<file path="src/rtl/rob_ctrl_pkg.sv">
// Shared ROB control types: retirement FSM state encoding and default flush length.
// Also used by the ROB and map-table benches, so keep it free of block-specific logic.
package rob_ctrl_pkg;

    typedef enum logic [1:0] {
        RUN     = 2'd0,
        ST_WAIT = 2'd1,
        FLUSH   = 2'd2,
        HALTED  = 2'd3
    } retire_st_e;

    localparam int FLUSH_CYCLES_DEF = 2;

endpackage

</file>
<file path="src/rtl/rob_retire_stats.sv">
// Free-running retirement statistics counters; all wrap modulo 2^CNT_W.
// Only instantiated by rob_retire_ctrl when RETIRE_STATS_EN is defined.
module rob_retire_stats #(
    parameter int CNT_W = 32
) (
    input  logic             clk,
    input  logic             rst,
    input  logic             retire,
    input  logic             stall_evt,
    input  logic             flush_evt,
    output logic [CNT_W-1:0] retired_cnt,
    output logic [CNT_W-1:0] stall_cnt,
    output logic [CNT_W-1:0] flush_cnt
);

    always_ff @(posedge clk or negedge rst) begin
        if (!rst) begin
            retired_cnt <= '0;
            stall_cnt   <= '0;
            flush_cnt   <= '0;
        end else begin
            if (retire)    retired_cnt <= retired_cnt + CNT_W'(1);
            if (stall_evt) stall_cnt   <= stall_cnt + CNT_W'(1);
            if (flush_evt) flush_cnt   <= flush_cnt + CNT_W'(1);
        end
    end

endmodule

</file>
<file path="src/rtl/rob_retire_ctrl.sv">
// ROB head retirement sequencer: store-commit handshake, mispredict recovery, halt.
// Optional statistics counters are built when RETIRE_STATS_EN is defined.
module rob_retire_ctrl
    import rob_ctrl_pkg::*;
#(
    parameter int FLUSH_CYCLES = FLUSH_CYCLES_DEF,
    parameter int PC_W         = 64
`ifdef RETIRE_STATS_EN
   ,parameter int CNT_W        = 32
`endif
) (
    input  logic             clk,
    input  logic             rst,
    input  logic             rob_head_rdy_i,
    input  logic             rob_empty_i,
    input  logic             head_is_store_i,
    input  logic             head_mispred_i,
    input  logic             head_halt_i,
    input  logic [PC_W-1:0]  head_tgt_pc_i,
    input  logic             retire_stall_i,
    input  logic             st_ack_i,
    output logic             rob_retire_o,
    output logic             st_commit_o,
    output logic             rob_flush_o,
    output logic             map_restore_o,
    output logic             redirect_vld_o,
    output logic [PC_W-1:0]  redirect_pc_o,
`ifdef RETIRE_STATS_EN
    output logic [CNT_W-1:0] retired_cnt_o,
    output logic [CNT_W-1:0] stall_cnt_o,
    output logic [CNT_W-1:0] flush_cnt_o,
`endif
    output logic             halt_o
);

    localparam int CW = $clog2(FLUSH_CYCLES + 1);

    retire_st_e      state;
    retire_st_e      state_nxt;
    logic [CW-1:0]   flush_cnt;
    logic            go;
    logic            mis_take;

    // Reset is folded in so the combinational retire strobe stays low while reset is held.
    always_comb begin
        go = rst & rob_head_rdy_i & ~rob_empty_i & ~retire_stall_i;
    end

    always_comb begin
        state_nxt    = state;
        rob_retire_o = 1'b0;
        st_commit_o  = 1'b0;
        mis_take     = 1'b0;
        case (state)
            RUN: begin
                if (go) begin
                    if (head_mispred_i) begin
                        rob_retire_o = 1'b1;
                        mis_take     = 1'b1;
                        state_nxt    = FLUSH;
                    end else if (head_is_store_i) begin
                        st_commit_o  = 1'b1;
                        state_nxt    = ST_WAIT;
                    end else if (head_halt_i) begin
                        rob_retire_o = 1'b1;
                        state_nxt    = HALTED;
                    end else begin
                        rob_retire_o = 1'b1;
                    end
                end
            end
            ST_WAIT: begin
                st_commit_o = 1'b1;
                if (st_ack_i) begin
                    rob_retire_o = 1'b1;
                    state_nxt    = RUN;
                end
            end
            FLUSH: begin
                // <= rather than == so a zero count can never strand the FSM here.
                if (flush_cnt <= CW'(1)) state_nxt = RUN;
            end
            HALTED: begin
                state_nxt = HALTED;
            end
            default: begin
                state_nxt = RUN;
            end
        endcase
    end

    always_ff @(posedge clk or negedge rst) begin
        if (!rst) begin
            state          <= RUN;
            flush_cnt      <= '0;
            redirect_vld_o <= 1'b0;
            redirect_pc_o  <= '0;
        end else begin
            state          <= state_nxt;
            redirect_vld_o <= mis_take;
            if (mis_take) begin
                redirect_pc_o <= head_tgt_pc_i;
                flush_cnt     <= CW'(FLUSH_CYCLES);
            end else if (flush_cnt != '0) begin
                flush_cnt     <= flush_cnt - CW'(1);
            end
        end
    end

    assign rob_flush_o   = (state == FLUSH);
    assign map_restore_o = (state == FLUSH);
    assign halt_o        = (state == HALTED);

`ifdef RETIRE_STATS_EN
    logic stall_evt;

    assign stall_evt = (state == RUN) & rob_head_rdy_i & ~rob_empty_i & retire_stall_i;

    rob_retire_stats #(
        .CNT_W (CNT_W)
    ) u_stats (
        .clk         (clk),
        .rst         (rst),
        .retire      (rob_retire_o),
        .stall_evt   (stall_evt),
        .flush_evt   (mis_take),
        .retired_cnt (retired_cnt_o),
        .stall_cnt   (stall_cnt_o),
        .flush_cnt   (flush_cnt_o)
    );
`endif

endmodule

</file>
<file path="config.mk">
export PLATFORM = sky130hd
export DESIGN_NAME = rob_retire_ctrl
export DESIGN_NICKNAME = d
export VERILOG_FILES = /design/src/rtl/rob_ctrl_pkg.sv /design/src/rtl/rob_retire_stats.sv /design/src/rtl/rob_retire_ctrl.sv
export SDC_FILE = /design/constraint.sdc
export NUM_CORES = 1
export LEC_CHECK = 0
export ABC_CLOCK_PERIOD_IN_PS = 3690
export BUFFER_PORTS_ARGS = -buffer_cell sky130_fd_sc_hd__buf_2
export CAP_MARGIN = 20
export CORE_UTILIZATION = 49
export DETAILED_ROUTE_END_ITERATION = 12
export PLACE_DENSITY_LB_ADDON = 0.25
export SYNTH_ARGS = -nofsm -noshare
export SYNTH_HDL_FRONTEND = slang
export SYNTH_SLANG_ARGS = --single-unit
</file>
<file path="constraint.sdc">
create_clock -name clk -period 3.69 [get_ports clk]
set_clock_uncertainty 0.2 [all_clocks]
set_input_delay 0.1845 -clock clk [delete_from_list [all_inputs] [get_ports clk]]
set_output_delay 0.1845 -clock clk [all_outputs]
set_load 0.1 [all_outputs]
</file>
Word-level counts from Yosys, hierarchy flattened --
Cells that the tools add are included.
Word-level totals: bits in registers 69, word-level logic and storage cells 43, input port bits 73, output and inout port bits 70
Operators by class: reduce and logical (&&, ||, !) cells 4, equal/unequal tests 7, mux-type cells 21, order comparisons 1, bitwise gates (word level) 5, add/subtract/negate cells 1
Operator list (count):
- two-way mux 2 bit | 8
- two-way mux 1 bit | 10
- one-hot mux 2 bit (4 select lines) | 1
- equality test 2 bit, second input constant | 2
- inequality test 2 bit, second input constant | 2
- inequality test 4 bit, second input constant | 1
- one-hot mux 1 bit (2 select lines) | 2
- AND reduction 4 bit | 1
- nonzero test 2 bit | 2
- AND 1 bit | 3
- equality test 2 x 1 -> 1 bit, second input constant | 1
- <= comparator 2 x 1 -> 1 bit, second input constant | 1
- logical NOT 2 bit | 1
- inequality test 2 x 1 -> 1 bit, second input constant | 1
- inverter 1 bit | 2
- subtractor 2 x 1 -> 2 bit, second input constant | 1

Logic depth before layout (Yosys ltp) --
depth after elaboration 6, gate-level depth with buffers 6, mapped depth without buffers 5

Worst setup path before layout --
Ideal clock, no wire load.
path type input to output, start in retire_stall_i, end out rob_retire_o, buffers on the path 0, arrival 2429 ps, data required time 3306 ps, setup slack 877 ps, cell stages on the path 3, cell sequence and4bb_4 or3b_2 a21oi_1
Between the ends: longest elaborated chain between the ends 4
RTL lines:
- from (decl) | RTL line rob_retire_ctrl.sv:20 | input logic retire_stall_i,
- inverter 1 bit | RTL line rob_retire_ctrl.sv:46 | go = rst & rob_head_rdy_i & ~rob_empty_i & ~retire_stall_i;
- AND 1 bit | RTL line rob_retire_ctrl.sv:46
- two-way mux 1 bit | RTL line rob_retire_ctrl.sv:56 | if (go) begin
- one-hot mux 1 bit (2 select lines) | RTL line rob_retire_ctrl.sv:54 | case (state)
- to (decl) | RTL line rob_retire_ctrl.sv:22 | output logic rob_retire_o,
No other way between the ends.

Final worst setup path --
start in rst, end out rob_retire_o
Between the ends: longest elaborated chain between the ends 5
RTL lines:
- from (decl) | RTL line rob_retire_ctrl.sv:13 | input logic rst,
- AND 1 bit (3 in a row) | RTL line rob_retire_ctrl.sv:46
- two-way mux 1 bit | RTL line rob_retire_ctrl.sv:56
- one-hot mux 1 bit (2 select lines) | RTL line rob_retire_ctrl.sv:54
No other way between the ends.

==> results.toml <==
[run_status]
outcome = "complete, no violations"

[floorplan]
die_h_um = 78.6
initial_utilization = 0.515
die_area_um2 = 6170
row_count = 27
ios = 143
die_w_um = 78.6
coreArea_um2 = 5570

[logic_synthesis]
syn_area_um2 = 2870
syn_nets = 246
synth.avg_cell_area_um2 = 16.8
postSynthCellCount = 171
ys_ff_latch = 69
ys_seq_area_frac = 0.601
synth_compound_area_frac = 0.0170
yosysWarnings = 0
yosysUniqueCellTypes = 22
synthSimpleGateAreaFrac = 0.0340
yosys.area_share.adder = 0.00871
muxShareOfSynthArea = 0.290
synth_xor_area_frac = 0.00305
synth_top_family_by_area = "multiplexers"

[timing]
period_needed_ps = 2540
slew_violations = 0
hold_viol = 0
period_share = 0.688
max_slew_margin = 0.309
hold_ws_ps = 45.6
tightest_slew_ps = 1040
fin_setup_tns_ps = 0
worst_slack_ps = 1150
setup_viol = 0
max_freq_mhz = 394
rsz0062_at_grt = "false"

[critical_path]
worst_path_max_delay_cell = "dlygate4sd3_1"
crit_fanout = 5
path_cells = "dlygate4sd3_1, buf_2, and4bb_4, or3b_2, a21oi_1, buf_2"
crit_path_end_kind = "output pin"
cpMostUsedCell = "buf_2"
critPathArrivalTime_ps = 2150
rr_startpoint = "state[0]$_DFFE_PN0P_"
regToRegSetupSlack_ps = 1400
start_kind = "input pin"
critical_path_required_ps = 3310
r2r_end = "redirect_pc_o[13]$_DFFE_PN0P_"
cpPeakStageDelay_ps = 520
crit_type = "in -> out"
r2r_cells = 3

[route]
maxUsedRoutingLayer = "met4"
wl_met3_um = 364
drt_first_pass_iters = 4
dr_wl_met2_um = 3490
vias_per_cell = 4.69
vias = 2146
routed_wl_um = 6790
avgRoutedWirePerCell_um = 14.8
ant_nets = 0
wl_met1_um = 2850
drtIter0Drc = 61
drc = 0

[worst_hold_path]
worstHoldPathCells = 4
hp-start = "head_halt_i"
hold_class = "in -> reg"
whs_endpoint = "state[1]$_DFFE_PN0P_"

[clock_network]
cts_sinks = 69
clock-root-buffer = "clkbuf_8"
path_clk_slew_ps = 60
post-cts-setup-buffers = 0
cts_resized = 0
clock_latency_ps = 320
cts_tree = "built"
htree_levels = 3
cts_buffers = 9
cts_buffer_depth = 2

[final_layout]
stdcell_area_um2 = 4390
area_growth_pct = 52.9
fillers = 343
mostFrequentLayoutCell = "buf_2"
fin_cells = 458
final_cell_mix = "buf_2, dfrtp_1, dlygate4sd3_1, mux2_2, mux2_4"
nNetsFinal = 459
antennaDiodeCount = 0
final_layout_size_suffix_gt1_frac = 0.580

[power]
p_switching_uw = 2030
powerDensity_nw_per_um2 = 834
clock_power_share = 0.135
irDropWorstVdd_mv = 0.461
seq_power_share = 0.292
p_comb_frac = 0.572
switching_share = 0.555
p_int_uw = 1630
leakage_uw = 0.00225

[grt]
track_usage = 0.232
antenna_found_initial = 0
grt_pass1_vias = 2232
grt_max_degree = 70
grt_pass1_wl_um = 10600
globalRoute.totalOverflow = 0

[place]
dp_cells = 377
place_ws_ps = 1390
port_buffers = 142
finalWeightedCongestion = 0.713
place_area_um2 = 3560
dp_hpwl_um = 3940

[run]
max_cap_viol_count = 0
==> state kept, by name, indices dropped and copies added (netlist names) <==
signal	flops
redirect_pc_o	64
flush_cnt	2
state	2
redirect_vld_o	1
==> layer usage <==
metal	vias to the layer above	GRT usage
met5	-	0
met3	9	0.0628
met2	76	0.390
met4	0	0.106
met1	1043	0.277
li1	1018	-
==> layout make-up <==
type,instances,area (um^2),area share
Clock buffer,10,138,0.0313
Clock inverter,3,15.0,0.00342
Inverter,3,11.3,0.00256
Multi-Input combinational cell,90,1010,0.231
Sequential cell,69,1730,0.393
Tap cell,72,90.1,0.0205
Timing Repair Buffer,211,1400,0.318
==> worst max-delay path by stage <==
stage               cells after the start  slack, ps            from                            end
floorplan                               3        880  retire_stall_i                   rob_retire_o
detailed placement                      4       1390  retire_stall_i  redirect_pc_o[23]$_DFFE_PN0P_
finish                                  6       1150             rst                   rob_retire_o
CTS                                     6       1160             rst                   rob_retire_o
global route                            6       1120             rst                   rob_retire_o
global placement                        4       1420  retire_stall_i  redirect_pc_o[13]$_DFFE_PN0P_
==> worst max-delay path: cells and delay by family <==
family | cells | cell delay (ps)
buffers and inverters | 3 | 1120
and+or+nand+nor | 2 | 720
AOI/OAI and AO/OA | 1 | 130
==> through the flow <==
stage / util / total power (uW)
floorplan: - / 2800
global placement: 0.639 / 3090
detailed placement: 0.639 / 3120
CTS: 0.788 / 3680
global route: 0.788 / 3790
finish: 0.788 / 3660
==> repair_timing <==
item	CTS	global route
setup endpoints to repair	0	0
hold endpoints to repair	135	0
hold buffers	68	0
==> power by group through the flow <==
stage / clock network, uW / registers [uW] / logic, uW
after detailed placement: 0 / 1080 / 2040
after CTS: 513 / 1070 / 2100
final: 496 / 1070 / 2100
after floorplan: 0 / 2490 / 311
after global routing: 547 / 1090 / 2150
after global placement: 0 / 1070 / 2020
==> cell families after synthesis <==
| kind of cell | after synthesis |
|---|---|
| xor+xnor | 1 |
| mux | 64 |
| fa+ha+maj | 2 |
| flops | 69 |
| compound gates | 8 |
| simple gates | 15 |
| buf+inv | 12 |
==> synthesized netlist by cell type, drive strengths merged <==
master	n	area [um^2]
nor2	5	21.3
o21ai	3	15.0
or3b	1	8.76
xor2	1	8.76
a21oi	2	10.0
and2	1	6.26
mux2	64	833
a211o	1	8.76
nor2b	3	18.8
and2b	1	7.51
nand2	2	7.51
inv	3	11.3
o211ai	2	15.0
ha	2	25.0
dfrtp	69	1730
buf	9	121
and3	1	11.3
and4bb	1	16.3
No activity file was read; power rests on OpenSTA's default activity.
